File: src/rtl/train_seq_pkg.sv
// Shared types and defaults for the training sequencer.
package train_seq_pkg;

  localparam int unsigned DEF_ROWS       = 3;
  localparam int unsigned DEF_MAX_LAYERS = 4;

  typedef enum logic [2:0] {
    IDLE,
    LOAD_W,
    FEED,
    DRAIN,
    BACKPROP,
    UPDATE,
    DONE
  } state_t;

  // A run always has at least one layer and never more than the array supports.
  function automatic int unsigned clamp_layers(input int unsigned n, input int unsigned max_l);
    if (n == 0) return 1;
    if (n > max_l) return max_l;
    return n;
  endfunction

endpackage

File: src/rtl/train_seq_if.sv
// Host/datapath-facing signal bundle of the training sequencer.
interface train_seq_if #(
  parameter int unsigned IDX_W   = 8,
  parameter int unsigned EPOCH_W = 16
) ();

  logic               enable;
  logic               start;
  logic               abort;
  logic [IDX_W-1:0]   cfg_layers;
  logic [EPOCH_W-1:0] cfg_epochs;
  logic               data_valid;

  logic [IDX_W-1:0]   w_layer_index;
  logic [IDX_W-1:0]   w_row_index;
  logic               is_load;
  logic               load_w;
  logic               i_is_load;
  logic               use_z;
  logic               backprop_cost;
  logic               is_update;
  logic               busy;
  logic               done;
  logic [EPOCH_W-1:0] epochs_left;

  modport master (
    output enable, start, abort, cfg_layers, cfg_epochs, data_valid,
    input  w_layer_index, w_row_index, is_load, load_w, i_is_load, use_z,
           backprop_cost, is_update, busy, done, epochs_left
  );

  modport slave (
    input  enable, start, abort, cfg_layers, cfg_epochs, data_valid,
    output w_layer_index, w_row_index, is_load, load_w, i_is_load, use_z,
           backprop_cost, is_update, busy, done, epochs_left
  );

endinterface

File: src/rtl/train_seq_counter.sv
// Loadable up/down counter with clear, enable and a terminal-count compare.
module train_seq_counter #(
  parameter int unsigned W = 8
) (
  input  logic         clk,
  input  logic         rst_n,
  input  logic         clr_i,
  input  logic         load_i,
  input  logic [W-1:0] load_val_i,
  input  logic         en_i,
  input  logic         up_i,
  input  logic [W-1:0] tc_val_i,
  output logic [W-1:0] cnt_o,
  output logic         tc_o
);

  localparam logic [W-1:0] ONE = W'(1);

  logic [W-1:0] cnt_q, cnt_d;

  always_comb begin
    cnt_d = cnt_q;
    if (clr_i)       cnt_d = '0;
    else if (load_i) cnt_d = load_val_i;
    else if (en_i)   cnt_d = up_i ? cnt_q + ONE : cnt_q - ONE;
  end

  always_ff @(posedge clk or negedge rst_n) begin
    if (!rst_n) cnt_q <= '0;
    else        cnt_q <= cnt_d;
  end

  assign cnt_o = cnt_q;
  assign tc_o  = (cnt_q == tc_val_i);

endmodule

File: src/rtl/train_sequencer.sv
// Training sequencer: walks weight-load, forward, drain, backprop and update
// phases over the configured layers and epochs using row/layer/epoch counters.
module train_sequencer
  import train_seq_pkg::*;
#(
  parameter int unsigned ROWS       = DEF_ROWS,
  parameter int unsigned MAX_LAYERS = DEF_MAX_LAYERS,
  parameter int unsigned IDX_W      = 8,
  parameter int unsigned EPOCH_W    = 16
) (
  input  logic        clk,
  input  logic        rst_n,
  train_seq_if.slave  bus
);

  state_t             state_q, state_d;
  logic [IDX_W-1:0]   layers_q, layers_d;

  logic               row_clr, row_en, row_tc;
  logic [IDX_W-1:0]   row_cnt, row_tc_val;
  logic               lay_clr, lay_en, lay_up, lay_tc;
  logic [IDX_W-1:0]   lay_cnt, lay_tc_val;
  logic               ep_clr, ep_load, ep_en, ep_tc;
  logic [EPOCH_W-1:0] ep_cnt;

  // The row counter doubles as the drain-cycle counter.
  assign row_tc_val = (state_q == DRAIN) ? IDX_W'(2 * ROWS - 1) : IDX_W'(ROWS - 1);
  assign lay_tc_val = (state_q == BACKPROP) ? '0 : layers_q - IDX_W'(1);

  train_seq_counter #(.W(IDX_W)) u_row (
    .clk(clk), .rst_n(rst_n), .clr_i(row_clr), .load_i(1'b0), .load_val_i('0),
    .en_i(row_en), .up_i(1'b1), .tc_val_i(row_tc_val), .cnt_o(row_cnt), .tc_o(row_tc)
  );

  train_seq_counter #(.W(IDX_W)) u_layer (
    .clk(clk), .rst_n(rst_n), .clr_i(lay_clr), .load_i(1'b0), .load_val_i('0),
    .en_i(lay_en), .up_i(lay_up), .tc_val_i(lay_tc_val), .cnt_o(lay_cnt), .tc_o(lay_tc)
  );

  train_seq_counter #(.W(EPOCH_W)) u_epoch (
    .clk(clk), .rst_n(rst_n), .clr_i(ep_clr), .load_i(ep_load), .load_val_i(bus.cfg_epochs),
    .en_i(ep_en), .up_i(1'b0), .tc_val_i(EPOCH_W'(1)), .cnt_o(ep_cnt), .tc_o(ep_tc)
  );

  always_comb begin
    state_d  = state_q;
    layers_d = layers_q;
    row_clr  = 1'b0;
    row_en   = 1'b0;
    lay_clr  = 1'b0;
    lay_en   = 1'b0;
    lay_up   = 1'b1;
    ep_clr   = 1'b0;
    ep_load  = 1'b0;
    ep_en    = 1'b0;
    if (bus.abort) begin
      state_d = IDLE;
      row_clr = 1'b1;
      lay_clr = 1'b1;
      ep_clr  = 1'b1;
    end else if (bus.enable) begin
      unique case (state_q)
        IDLE: if (bus.start) begin
          layers_d = IDX_W'(clamp_layers(32'(bus.cfg_layers), MAX_LAYERS));
          ep_load  = 1'b1;
          row_clr  = 1'b1;
          lay_clr  = 1'b1;
          state_d  = (bus.cfg_epochs == '0) ? DONE : LOAD_W;
        end
        LOAD_W: begin
          row_en = 1'b1;
          if (row_tc) begin
            row_clr = 1'b1;
            state_d = FEED;
          end
        end
        FEED: if (lay_cnt != '0 || bus.data_valid) begin
          row_en = 1'b1;
          if (row_tc) begin
            row_clr = 1'b1;
            state_d = DRAIN;
          end
        end
        DRAIN: begin
          row_en = 1'b1;
          if (row_tc) begin
            row_clr = 1'b1;
            if (lay_tc) state_d = BACKPROP;
            else begin
              lay_en  = 1'b1;
              state_d = LOAD_W;
            end
          end
        end
        BACKPROP: begin
          row_en = 1'b1;
          lay_up = 1'b0;
          if (row_tc) begin
            row_clr = 1'b1;
            if (lay_tc) state_d = UPDATE;
            else        lay_en  = 1'b1;
          end
        end
        UPDATE: begin
          row_en = 1'b1;
          if (row_tc) begin
            row_clr = 1'b1;
            if (lay_tc) begin
              lay_clr = 1'b1;
              ep_en   = 1'b1;
              state_d = ep_tc ? DONE : LOAD_W;
            end else begin
              lay_en = 1'b1;
            end
          end
        end
        DONE:    state_d = IDLE;
        default: state_d = IDLE;
      endcase
    end
  end

  always_ff @(posedge clk or negedge rst_n) begin
    if (!rst_n) begin
      state_q  <= IDLE;
      layers_q <= '0;
    end else begin
      state_q  <= state_d;
      layers_q <= layers_d;
    end
  end

  always_comb begin
    bus.w_layer_index = '0;
    bus.w_row_index   = '0;
    bus.is_load       = 1'b0;
    bus.load_w        = 1'b0;
    bus.i_is_load     = 1'b0;
    bus.use_z         = 1'b0;
    bus.backprop_cost = 1'b0;
    bus.is_update     = 1'b0;
    bus.done          = 1'b0;
    bus.busy          = (state_q != IDLE);
    bus.epochs_left   = ep_cnt;
    if (bus.enable) begin
      unique case (state_q)
        LOAD_W: begin
          bus.is_load       = 1'b1;
          bus.load_w        = 1'b1;
          bus.w_layer_index = lay_cnt;
          bus.w_row_index   = row_cnt;
        end
        FEED: begin
          bus.w_layer_index = lay_cnt;
          bus.w_row_index   = row_cnt;
          if (lay_cnt == '0) bus.i_is_load = bus.data_valid;
          else               bus.use_z     = 1'b1;
        end
        BACKPROP: begin
          bus.backprop_cost = 1'b1;
          bus.use_z         = 1'b1;
          bus.w_layer_index = lay_cnt;
          bus.w_row_index   = row_cnt;
        end
        UPDATE: begin
          bus.is_update     = 1'b1;
          bus.w_layer_index = lay_cnt;
          bus.w_row_index   = row_cnt;
        end
        DONE:    bus.done = 1'b1;
        default: ;
      endcase
    end
  end

endmodule

File: src/flat_wrapper.sv
// flat-port wrapper written by rule: the top's interface ports become plain ports
module train_sequencer_flat import train_seq_pkg::*;
#(
  parameter int unsigned ROWS       = DEF_ROWS,
  parameter int unsigned MAX_LAYERS = DEF_MAX_LAYERS,
  parameter int unsigned IDX_W      = 8,
  parameter int unsigned EPOCH_W    = 16
)
  (clk, rst_n, bus_enable, bus_start, bus_abort, bus_cfg_layers, bus_cfg_epochs, bus_data_valid, bus_w_layer_index, bus_w_row_index, bus_is_load, bus_load_w, bus_i_is_load, bus_use_z, bus_backprop_cost, bus_is_update, bus_busy, bus_done, bus_epochs_left);
  train_seq_if #(.IDX_W(IDX_W), .EPOCH_W(EPOCH_W)) bus_i ();
  input  logic clk;
  input  logic rst_n;
  input wire logic [$bits(bus_i.enable)-1:0] bus_enable;
  input wire logic [$bits(bus_i.start)-1:0] bus_start;
  input wire logic [$bits(bus_i.abort)-1:0] bus_abort;
  input wire logic [$bits(bus_i.cfg_layers)-1:0] bus_cfg_layers;
  input wire logic [$bits(bus_i.cfg_epochs)-1:0] bus_cfg_epochs;
  input wire logic [$bits(bus_i.data_valid)-1:0] bus_data_valid;
  output wire logic [$bits(bus_i.w_layer_index)-1:0] bus_w_layer_index;
  output wire logic [$bits(bus_i.w_row_index)-1:0] bus_w_row_index;
  output wire logic [$bits(bus_i.is_load)-1:0] bus_is_load;
  output wire logic [$bits(bus_i.load_w)-1:0] bus_load_w;
  output wire logic [$bits(bus_i.i_is_load)-1:0] bus_i_is_load;
  output wire logic [$bits(bus_i.use_z)-1:0] bus_use_z;
  output wire logic [$bits(bus_i.backprop_cost)-1:0] bus_backprop_cost;
  output wire logic [$bits(bus_i.is_update)-1:0] bus_is_update;
  output wire logic [$bits(bus_i.busy)-1:0] bus_busy;
  output wire logic [$bits(bus_i.done)-1:0] bus_done;
  output wire logic [$bits(bus_i.epochs_left)-1:0] bus_epochs_left;
  assign bus_i.enable = bus_enable;
  assign bus_i.start = bus_start;
  assign bus_i.abort = bus_abort;
  assign bus_i.cfg_layers = bus_cfg_layers;
  assign bus_i.cfg_epochs = bus_cfg_epochs;
  assign bus_i.data_valid = bus_data_valid;
  assign bus_w_layer_index = bus_i.w_layer_index;
  assign bus_w_row_index = bus_i.w_row_index;
  assign bus_is_load = bus_i.is_load;
  assign bus_load_w = bus_i.load_w;
  assign bus_i_is_load = bus_i.i_is_load;
  assign bus_use_z = bus_i.use_z;
  assign bus_backprop_cost = bus_i.backprop_cost;
  assign bus_is_update = bus_i.is_update;
  assign bus_busy = bus_i.busy;
  assign bus_done = bus_i.done;
  assign bus_epochs_left = bus_i.epochs_left;
  train_sequencer #(.ROWS(ROWS), .MAX_LAYERS(MAX_LAYERS), .IDX_W(IDX_W), .EPOCH_W(EPOCH_W)) u_core (.clk(clk), .rst_n(rst_n), .bus(bus_i));
endmodule
File: config.mk
export PLATFORM = sky130hd
export DESIGN_NAME = train_sequencer_flat
export DESIGN_NICKNAME = d
export VERILOG_FILES = /design/src/rtl/train_seq_pkg.sv /design/src/rtl/train_seq_if.sv /design/src/rtl/train_seq_counter.sv /design/src/rtl/train_sequencer.sv /design/src/flat_wrapper.sv
export SDC_FILE = /design/constraint.sdc
export NUM_CORES = 1
export LEC_CHECK = 0
export ABC_AREA = 1
export CORE_MARGIN = 10
export CORE_UTILIZATION = 55
export CTS_BUF_LIST = sky130_fd_sc_hd__clkbuf_8
export CTS_CLUSTER_SIZE = 30
export DETAILED_ROUTE_END_ITERATION = 8
export DONT_BUFFER_PORTS = 1
export GPL_TIMING_DRIVEN = 1
export PLACE_DENSITY = 0.71
export SYNTH_ARGS = -nofsm -noshare
export SYNTH_HDL_FRONTEND = slang
export SYNTH_SLANG_ARGS = --single-unit
File: constraint.sdc
create_clock -name clk -period 7.5 [get_ports clk]
set_input_delay 1.5 -clock clk [delete_from_list [all_inputs] [get_ports clk]]
set_output_delay 1.5 -clock clk [all_outputs]
set_load 0.05 [all_outputs]
==> impl_metrics.py <==
metrics = {
    "routing": {
        "wl_per_cell_um": 15.29,
        "routed-via-count": 3624,
        "wl_mm": 9.679,
        "drt_iter0_markers": 200,
        "drc": 0,
        "ant_nets": 0,
        "routed_via_density": 5.725,
        "dr.pass1.iters": 5,
    },
    "floorplan": {
        "core_area_um2": 6386,
        "die_height_um": 101.2,
        "dieArea_um2": 10240,
        "ioPinCount": 70,
        "rows": 29,
        "start_util_pct": 56.76,
        "die_x_um": 101.2,
    },
    "status": {
        "status": "finished, final reports clean",
    },
    "timing": {
        "slew_viol_final": 0,
        "setup_viol": 0,
        "hold_viol": 0,
        "fmax_ghz": 0.2098,
        "skew_ps": 10.80,
        "post-route-period-util_pct": 63.57,
        "setup_slack_ps": 2732,
        "worst_slew_pin_slew_ps": 1157,
        "setup-tns-final_ps": 0,
        "max-slew-margin-rel_pct": 22.58,
        "min_period_ps": 4768,
        "rsz0062_at_grt": "false",
    },
    "power_and_ir_drop": {
        "power_density_nw_per_um2": 184.7,
        "seq_power_share_pct": 44.9,
        "switchingPower_mw": 0.2903,
        "power_mw": 0.6872,
        "p_leak_nw": 1.963,
        "pwr-share-clk_pct": 22.1,
        "irDropWorstVdd_mv": 0.1147,
        "p_sw_share_pct": 42.24,
        "pwr-share-comb_pct": 33.0,
        "internal_power_mw": 0.3969,
    },
    "worst_setup_path": {
        "crit_arrival_ps": 3270,
        "max_stage_delay_ps": 970,
        "regToRegEndpoint": "u_core.u_layer.cnt_o[5]",
        "rrSetupSlack_ps": 4330,
        "slowest_stage": "nor2_1",
        "worstPathRequired_ps": 6000,
        "r2r-start": "u_core.state_q[1]",
        "r2r_cells": 14,
        "crit_chain": "clkinv_1 -> nor2_1 -> nand3_1 -> inv_1",
        "end_kind": "output pin",
        "critical_path.max_fanout": 23,
        "critPathLaunchType": "input port",
        "crit_type": "input port to output pin",
    },
    "placement": {
        "placed_cell_area_um2": 3633,
        "dp_cells": 626,
        "place.port_buffers": 0,
        "gp_congestion": 0.9039,
        "pre_cts_slack_ps": 2784,
        "dp_hpwl_mm": 7.258,
    },
    "clock_tree": {
        "max-clock-path-buffers": 2,
        "post-cts-setup-buffers": 0,
        "cts_root_buf": "clkbuf_8",
        "htree_num_levels": 2,
        "cts_buffers": 5,
        "clkSinkCount": 43,
        "hold_buffers": 0,
        "post_cts_resized": 0,
        "path_clk_slew_ps": 80,
        "cts_tree": "built",
        "insertion_delay_ps": 300,
    },
    "worst_hold_path": {
        "holdPathStages": 2,
        "hold_end": "u_core.layers_q[0]",
        "hold_class": "flop to flop",
        "min_from": "u_core.layers_q[0]",
    },
    "synthesis": {
        "synthesis.nets": 607,
        "synthFlopType": "dfrtp_1",
        "synthArstFlopShare_pct": 100.0,
        "synthTopCellsByCount": "136 x nand2_1, 79 x inv_1, 77 x nand3_1",
        "synth_area_um2": 3625,
        "yosysUniqueCellTypes": 36,
        "synth-edff-count": 0,
        "avgSynthCellArea_um2": 6.404,
        "synth.area.top_cells": "dfrtp_1 30%, nand2_1 14%, nand3_1 11%",
        "yosysTopAreaCell": "dfrtp_1",
        "synth_top_area_share_pct": 29.69,
        "ys_seq_elements": 43,
        "seq_area_frac_synth_pct": 29.69,
        "yosysMostFrequentCell": "nand2_1",
        "yosysWarningCount": 0,
        "synthCells": 566,
    },
    "finish": {
        "finish.net_count": 597,
        "drive_above_1_share_pct": 4.317,
        "fill_cells": 638,
        "area.growth.synth_to_final_pct": 2.658,
        "num_antenna_cells": 0,
        "finalNonFillerCells": 633,
        "design_area_um2": 3721,
    },
    "global_routing": {
        "antenna_found_initial": 0,
        "grt_pass1_vias": 3328,
        "grt_first_pass_wirelength_mm": 16.06,
        "gr-total-overflow": 0,
        "grtUsageTotal_pct": 18.77,
        "grt_max_degree": 44,
    },
    "flow_run": {
        "cap_violations": 0,
    },
}
## layout make-up
| cell class | instances | area (um2) | share of cell area, % |
|---|---|---|---|
| multi-input combinational | 422 | 2142 | 57.57 |
| sequential | 43 | 1076 | 28.92 |
| inverter | 83 | 311.5 | 8.373 |
| tap | 77 | 96.34 | 2.589 |
| clock buffer | 6 | 82.58 | 2.219 |
| timing repair buffer | 1 | 7.507 | 0.2017 |
| clock inverter | 1 | 5.005 | 0.1345 |
## power groups by stage
| stage | Sequential (mW) | Clock, mW | Combinational [mW] |
|---|---|---|---|
| 2_1_floorplan | 0.305 | 0 | 0.195 |
| 6_report | 0.309 | 0.152 | 0.227 |
| 3_3_place_gp | 0.313 | 0 | 0.221 |
| 4_1_cts | 0.309 | 0.157 | 0.227 |
| 5_1_grt | 0.312 | 0.163 | 0.261 |
| 3_5_place_dp | 0.314 | 0 | 0.226 |
## routing by layer
metal / vias to the layer above / global-route usage (%) / part of all wire, %
met1: 1671 / 24.75 / 43
met3: 9 / 4.697 / 8.9
met4: 0 / 4.394 / 1.3
met5: - / 0 / 0
li1: 1811 / - / -
met2: 133 / 30.18 / 46
## registers in the layout, indices dropped and copies added (netlist names)
register / flops
u_core.layers_q: 8
u_core.state_q: 3
u_core.u_epoch.cnt_o: 16
u_core.u_layer.cnt_o: 8
u_core.u_row.cnt_o: 8
## worst max-delay path, delay by kind of cell
kind,cells,cell delay [ps]
buf+inv,2,610
simple gates,2,1160
## metrics by stage
step | hold WS [ps] | utilization (%)
global placement | 479.6 | 56.90
global route | 563.5 | 58.27
finish | 506.7 | 58.27
CTS | 509.8 | 58.27
detailed placement | 490.3 | 56.90
floorplan | 453.0 | -
## cell families (layout without fill, tap and decap cells)
| family | Yosys count | in the layout | synth area share [%] |
|---|---|---|---|
| fa+ha+maj | 11 | 11 | 4.004 |
| flops | 43 | 43 | 29.69 |
| xor+xnor | 18 | 18 | 4.349 |
| simple gates | 347 | 347 | 42.91 |
| compound gates | 46 | 46 | 7.457 |
| buf+inv | 101 | 91 | 11.60 |
## cells in the final DEF, fill, tap and decap left out, types with 9 or more instances in the layout
| master | instances |
|---|---|
| nand3_1 | 77 |
| dfrtp_1 | 43 |
| a21oi_1 | 13 |
| inv_1 | 79 |
| nor3_1 | 9 |
| nand4_1 | 27 |
| ha_1 | 10 |
| xor2_1 | 13 |
| nor2_1 | 74 |
| nand2_1 | 136 |
| o21ai_0 | 18 |
## worst max path at each step
stage / from / end / slack, ps
final: bus_enable / bus_w_layer_index[1] / 2730
after global routing: bus_enable / bus_w_row_index[2] / 2630
after CTS: bus_enable / bus_w_layer_index[6] / 2790
after detailed placement: bus_enable / bus_w_layer_index[6] / 2780
after global placement: bus_enable / bus_w_row_index[2] / 2870
after floorplan: bus_enable / bus_i_is_load / 2770
Power figures use the tool's default switching activity.
